==> src/rtl/rt_imp_mac_pkg.sv <==
// rt_imp_mac_pkg: shared tag type and multiplier geometry for the MAC accumulate stage
package rt_imp_mac_pkg;
  localparam int MUL_A_W = 12;
  localparam int MUL_B_W = 12;
  localparam int MUL_P_W = 24;
  localparam int DEF_MUL_LAT = 4;
  typedef struct packed {
    logic v;
    logic last;
  } tag_t;
endpackage

==> src/rtl/rt_imp_mac_tag_pipe.sv <==
// rt_imp_mac_tag_pipe: ce-enabled valid/last shift register tracking the multiplier latency
module rt_imp_mac_tag_pipe
  import rt_imp_mac_pkg::*;
#(
  parameter int DEPTH = DEF_MUL_LAT
) (
  input  logic clk,
  input  logic rst_n,
  input  logic ce,
  input  tag_t d,
  output tag_t q
);
  tag_t [DEPTH-1:0] sr;
  // advance tags in lockstep with the multiplier pipeline
  always_ff @(posedge clk or negedge rst_n)
    if (!rst_n) sr <= '0;
    else if (ce) sr <= {sr[DEPTH-2:0], d};
  assign q = sr[DEPTH-1];
endmodule

==> src/rtl/rt_imp_mac_accum_stage.sv <==
// rt_imp_mac_accum_stage: per-frame MAC accumulation around a 4-cycle multiplier; RT_IMP_MAC_SAT_EN selects saturation
module rt_imp_mac_accum_stage
  import rt_imp_mac_pkg::*;
#(
  parameter int MUL_LAT = DEF_MUL_LAT,
  parameter int ACC_W = 32,
  parameter int CNT_W = 16
) (
  input  logic               clk,
  input  logic               reset_n,
  input  logic               s_valid,
  output logic               s_ready,
  input  logic [MUL_A_W-1:0] s_a,
  input  logic [MUL_B_W-1:0] s_b,
  input  logic               s_last,
  output logic               mul_ce,
  output logic [MUL_A_W-1:0] mul_din0,
  output logic [MUL_B_W-1:0] mul_din1,
  input  logic [MUL_P_W-1:0] mul_dout,
  output logic               m_valid,
  input  logic               m_ready,
  output logic [ACC_W-1:0]   m_sum,
  output logic [CNT_W-1:0]   m_count,
  output logic               m_ovf
);
  logic [1:0] rst_sync;
  logic rst_n, stall, take, carry, ovf_flag, ovf_next;
  logic [ACC_W-1:0] acc, sum_raw, sum_next;
  logic [CNT_W-1:0] cnt, cnt_next;
  tag_t tag_in, tail;
  // async assert, sync deassert of the internal reset
  always_ff @(posedge clk or negedge reset_n)
    if (!reset_n) rst_sync <= '0;
    else rst_sync <= {rst_sync[0], 1'b1};
  assign rst_n = rst_sync[1];
  assign stall = m_valid & ~m_ready;
  assign mul_ce = ~stall;
  assign s_ready = ~stall;
  assign mul_din0 = s_a;
  assign mul_din1 = s_b;
  assign tag_in = {s_valid & s_ready, s_valid & s_ready & s_last};
  rt_imp_mac_tag_pipe #(.DEPTH(MUL_LAT)) u_tags (
    .clk(clk), .rst_n(rst_n), .ce(mul_ce), .d(tag_in), .q(tail)
  );
  assign take = mul_ce & tail.v;
  assign {carry, sum_raw} = {1'b0, acc} + (ACC_W+1)'(mul_dout);
`ifdef RT_IMP_MAC_SAT_EN
  assign sum_next = (carry | ovf_flag) ? '1 : sum_raw;
`else
  assign sum_next = sum_raw;
`endif
  assign cnt_next = cnt + CNT_W'(1);
  assign ovf_next = ovf_flag | carry;
  // accumulate tail products; a tail last publishes the frame and restarts the accumulator
  always_ff @(posedge clk or negedge rst_n)
    if (!rst_n) begin
      acc <= '0;
      cnt <= '0;
      ovf_flag <= 1'b0;
      m_valid <= 1'b0;
      m_sum <= '0;
      m_count <= '0;
      m_ovf <= 1'b0;
    end else if (take & tail.last) begin
      m_sum <= sum_next;
      m_count <= cnt_next;
      m_ovf <= ovf_next;
      m_valid <= 1'b1;
      acc <= '0;
      cnt <= '0;
      ovf_flag <= 1'b0;
    end else begin
      if (take) begin
        acc <= sum_next;
        cnt <= cnt_next;
        ovf_flag <= ovf_next;
      end
      if (m_valid & m_ready) m_valid <= 1'b0;
    end
endmodule

==> config.mk <==
export PLATFORM = sky130hd
export DESIGN_NAME = rt_imp_mac_accum_stage
export DESIGN_NICKNAME = d
export VERILOG_FILES = /design/src/rtl/rt_imp_mac_pkg.sv /design/src/rtl/rt_imp_mac_tag_pipe.sv /design/src/rtl/rt_imp_mac_accum_stage.sv
export SDC_FILE = /design/constraint.sdc
export NUM_CORES = 1
export LEC_CHECK = 0
export BUFFER_PORTS_ARGS = -buffer_cell sky130_fd_sc_hd__buf_2
export CAP_MARGIN = 20
export CORE_ASPECT_RATIO = 1.2
export CORE_UTILIZATION = 40
export CTS_CLUSTER_DIAMETER = 80
export CTS_CLUSTER_SIZE = 28
export DETAILED_ROUTE_END_ITERATION = 12
export PLACE_DENSITY = 0.73
export SYNTH_ARGS = -nofsm -noshare
export SYNTH_HDL_FRONTEND = slang
export SYNTH_HIERARCHICAL = 1
export SYNTH_SLANG_ARGS = --single-unit
==> constraint.sdc <==
create_clock -name clk -period 3.4 [get_ports clk]
set_input_delay 0.68 -clock clk [delete_from_list [all_inputs] [get_ports clk]]
set_output_delay 0.68 -clock clk [all_outputs]
set_load 0.1 [all_outputs]
-- After elaboration in Yosys (flattened, before gate mapping)
Cells that the tools add are included.
W data, S select, Z words.
- reduce and logical (&&, ||, !) cells: 2
- bitwise gates (word level): 9
- multiplexer cells: 8
- add/sub/neg operators: 2
- operator list (cell ; count):
    $mux W32 ; 2
    $add A32 B24 Y33 ; 1
    $mux W16 ; 2
    $add A16 B1 Y16 const B ; 1
    $and A1 B1 Y1 ; 6
    $mux W1 ; 4
    $reduce_bool A2 Y1 ; 2
    $not A1 Y1 ; 2
    $or A1 B1 Y1 ; 1
- register bits after elaboration: 109
- word-level logic and storage cells: 37
- input bits: 53
- output and inout port bits: 76

-- Depth between registers and ports, before layout
- word-level depth: 6
- depth in mapped cells: 10

-- By module
Netlist, hierarchy kept.
- by module, submodules not included (module ; cells an instance ; times used ; sequential area each (µm²) ; area each (µm²)):
    rt_imp_mac_accum_stage ; 615 ; 1 ; 2527.4 ; 5592.9
    rt_imp_mac_tag_pipe ; 19 ; 1 ; 200.2 ; 346.6

-- Least setup slack after synthesis
OpenSTA, ideal clock, no wires.
- kind: reg-to-reg
- start: register m_valid
- end: register m_sum[27]
- slack: 228 ps
- arrival time: 3030 ps
- stages on the path, launching flop included: 7
- path buffers: 2
- setup time: 141 ps
- cells stage by stage: dfrtp_1 > nand2b_1 > nand2_1 > nor2_1 > clkbuf_1 > clkbuf_1 > a31oi_1
- cells in the longest elaborated chain, start to end: 4
- RTL lines (element ; line ; text):
    start: declaration ; rt_imp_mac_accum_stage.sv:20 ; output logic m_valid,
    start signal: assignment ; rt_imp_mac_accum_stage.sv:60 ; m_valid <= 1'b0;
    start signal: assignment ; rt_imp_mac_accum_stage.sv:68 ; m_valid <= 1'b1;
    start signal: assignment ; rt_imp_mac_accum_stage.sv:78 ; if (m_valid & m_ready) m_valid <= 1'b0;
    $and A1 B1 Y1 ; rt_imp_mac_accum_stage.sv:36 ; assign stall = m_valid & ~m_ready;
    $not A1 Y1 ; rt_imp_mac_accum_stage.sv:37 ; assign mul_ce = ~stall;
    named net mul_ce ; rt_imp_mac_accum_stage.sv:16 ; output logic mul_ce,
    $and A1 B1 Y1 ; rt_imp_mac_accum_stage.sv:45 ; assign take = mul_ce & tail.v;
    $and A1 B1 Y1 ; rt_imp_mac_accum_stage.sv:64 ; end else if (take & tail.last) begin
    end signal: assignment ; rt_imp_mac_accum_stage.sv:65 ; m_sum <= sum_next;
    end: declaration ; rt_imp_mac_accum_stage.sv:22 ; output logic [ACC_W-1:0] m_sum,
The timed path passes the listed nets, and every way through them passes these cells.
A chain may end at the register's enable or synchronous reset.

-- Final worst setup path
- start: input mul_dout[0]
- end: register acc[30]
- cells in the longest elaborated chain, start to end: 3
- RTL lines (element ; line ; text):
    start: declaration ; rt_imp_mac_accum_stage.sv:19 ; input logic [MUL_P_W-1:0] mul_dout,
    $add A32 B24 Y33 ; rt_imp_mac_accum_stage.sv:46 ; assign {carry, sum_raw} = {1'b0, acc} + (ACC_W+1)'(mul_dout);
    $mux W32 ; rt_imp_mac_accum_stage.sv:73 ; if (take) begin
    $mux W32 ; rt_imp_mac_accum_stage.sv:64 ;
    end signal: assignment ; rt_imp_mac_accum_stage.sv:74 ; acc <= sum_next;
    end: declaration ; rt_imp_mac_accum_stage.sv:28 ; logic [ACC_W-1:0] acc, sum_raw, sum_next;
No other way between the ends. The select of a mux whose other input is x is not followed.

==> results.ini <==
[synth]
avgSynthCellArea_um2 = 9.37
synth-seq-cells = 109
synth_most_common_cell = nand2_1
muxShareOfSynthArea_pct = 3.16
synth-warning-count = 6
synthTopCellsByCount = nand2_1 (130), dfrtp_1 (109), o21ai_0 (67)
synth_edf_count = 0
synth_area_leaders = dfrtp_1 (46%), nand2_1 (8.2%), o21ai_0 (5.6%)
synth-async-reset-ratio_pct = 100
synth_seq_area_share_pct = 45.9
yosysUniqueCellTypes = 50
synth_compound_area_share_pct = 18.2
synth-simple-area-share_pct = 15.0
synthXorXnorAreaFrac_pct = 6.05
synth_top_area_share_pct = 45.9
synth_fp_nets = 713
yosys.area.top_type = dfrtp_1
synth_top_family_by_area = compound AO/OA/AOI/OAI gates
synthAdderAreaFrac_pct = 5.60
syn_inst = 634
synth_ff_type = dfrtp_1
synthesis.area_um2 = 5940

[die]
die_h_um = 135
die-area_um2 = 15300
die_w_um = 113
pin_count = 129
core.rowCount = 48
start_util_pct = 41.2
core_area_um2 = 14400

[pwr]
vdd_drop_max_mv = 0.600
power_leakage_nw = 3.20
powerDensity_nw_per_um2 = 1090

[critical_path]
endpoint = acc[30]
rr_worst_depth = 11
worst_setup_path_end_kind = flip-flop
crit_arrival_ns = 3.11
worstSetupStartpointType = primary input
reg2reg_from = acc[0]
ff2ff_setup_slack_ns = 0.58
cp-startpoint = mul_dout[0]
worstReg2RegEnd = acc[30]
worstPathRequired_ns = 3.64
cp_max_fo = 6
crit_type = in -> reg

[global_routing]
antenna_found_initial = 0
grt_pass1_wl_um = 22300
grt_overflow = 0
grt_pass1_vias = 4606
grt_max_degree = 66
grt_use_total_pct = 18.5

[routing]
routed_via_density = 5.35
drt_iter0_markers = 255
drc = 0
routed-via-count = 4626
routed_wl_um = 13200
ant_nets = 0
wire_per_inst_um = 15.3
first_pass_iters = 4

[sta]
finalHoldViolations = 0
clock_skew_ns = 0.00746
whs_ns = 0.0930
setup_viol = 0
worst_pin_slew_ns = 0.845
fin_crit_sh_pct = 84.6
period_minus_slack_ns = 2.88
rsz0062_at_grt = no
relSlewSlack_pct = 43.7
final_max_slew_viol_count = 0
tns_ns = 0
fmax_mhz = 348

[place]
dp.cells = 850
gp_congestion = 0.881
dp_hpwl_um = 9520
port_buffers = 80

[clock_tree]
htreeDepth = 3
clk_path_buf_depth = 2
hold_buffers = 0
ctsRootBufferMaster = clkbuf_16
cts_resized = 0
cts_sinks = 109
cts.clk_slew.worst_paths_ns = 0.07
cts_tree = built
post_cts_buffers = 0
insertion_delay_ns = 0.36
cts_buffers = 9

[finish]
diodes = 0
nets = 765
fillers = 1406
drive_above_1_share_pct = 19.6
syn_to_final_growth_pct = 12.6
instances_no_fill = 865

[hold_path]
hold_path.class = in -> async

[flow_run]
maxCapViolCount = 0

[run_status]
status = finished, final reports clean

==> worst max-delay path, stage by stage <==
cell      delay (ns)
buf_2           0.10
ha_1            0.23
fa_1            0.41
a21o_1          0.21
and4_1          0.23
o21a_1          0.22
o311ai_1        0.27
buf_4           0.17
a21oi_2         0.09
nand2_1         0.19
nor2_1          0.06
o311ai_0        0.27
==> registers in the layout (all words and copies together) (netlist names) <==
name	count
m_ovf	1
ovf_flag	1
u_tags/q	2
m_count	16
u_tags/sr	6
m_sum	32
cnt	16
acc	32
m_valid	1
rst_sync	2
==> layer usage <==
layer / vias to the layer above / GRT usage (%) / part of all wire [%] / routed length (um)
met1: 2213 / 23.2 / 45 / 5910
met2: 107 / 31.6 / 49 / 6440
li1: 2290 / - / - / -
met3: 16 / 3.76 / 4.6 / 604
met5: - / 0 / 0 / 0
met4: 0 / 6.73 / 1.9 / 255
==> cells by family after synthesis <==
kind of cell               count (synthesis)
and+or+nand+nor                          206
AOI/OAI and AO/OA                        170
DFF                                      109
buffers and inverters                     67
xor gates and xnor gates                  41
adders and majority gates                 26
muxes                                     14
other                                      1
==> per-stage QoR <==
| step | setup WS, ns | power [mW] | instance area [um^2] | utilization, % |
|---|---|---|---|---|
| 2_1_floorplan | 0.139 | 5.48 | 5940 | - |
| 3_3_place_gp | 0.186 | 6.13 | 6370 | 44.2 |
| 3_5_place_dp | 0.114 | 6.17 | 6370 | 44.2 |
| 4_1_cts | 0.525 | 7.34 | 6690 | 46.4 |
| 5_1_grt | 0.343 | 7.78 | 6690 | 46.4 |
| 6_report | 0.524 | 7.29 | 6690 | 46.4 |
==> placed cells by master (no fill, tap or decap), drive strengths merged, types with 8 or more instances in the layout <==
cell / Yosys / final
inv: 13 / 13
xnor2: 27 / 27
a21oi: 29 / 29
nand2: 130 / 130
dfrtp: 109 / 109
nor2: 29 / 29
and3: 8 / 8
o21ai: 68 / 68
ha: 25 / 25
o31ai: 12 / 12
a22o: 21 / 21
xor2: 14 / 14
clkbuf: 23 / 11
buf: 31 / 95
a31oi: 10 / 10
nand3: 12 / 12
a21o: 10 / 10
mux2: 14 / 14
==> power breakdown <==
part	internal, mW	total (mW)	switching [mW]
Sequential	1.71	1.98	0.264
Clock	0.661	1.13	0.473
Combinational	1.15	4.18	3.03
Total	3.52	7.29	3.77
==> worst min path at each step <==
| stage | end | start | depth (start not counted) |
|---|---|---|---|
| after floorplan | rst_sync[1] | rst_sync[0] | 0 |
| after global placement | rst_sync[1] | rst_sync[0] | 0 |
| after detailed placement | rst_sync[1] | rst_sync[0] | 0 |
| after CTS | rst_sync[1] | reset_n | 1 |
| after global routing | rst_sync[1] | reset_n | 1 |
| final | rst_sync[1] | reset_n | 1 |
==> layout make-up <==
class                      instances  area [um^2]  share of cell area, %
clock buffer                      11          243                   3.63
clock inverter                     4         72.6                   1.09
inverter                          13         48.8                  0.730
multi-input combinational        458         2860                   42.7
sequential                       109         2730                   40.9
tap                              175          219                   3.28
timing repair buffer              95          513                   7.67
Power figures use the tool's default switching activity.
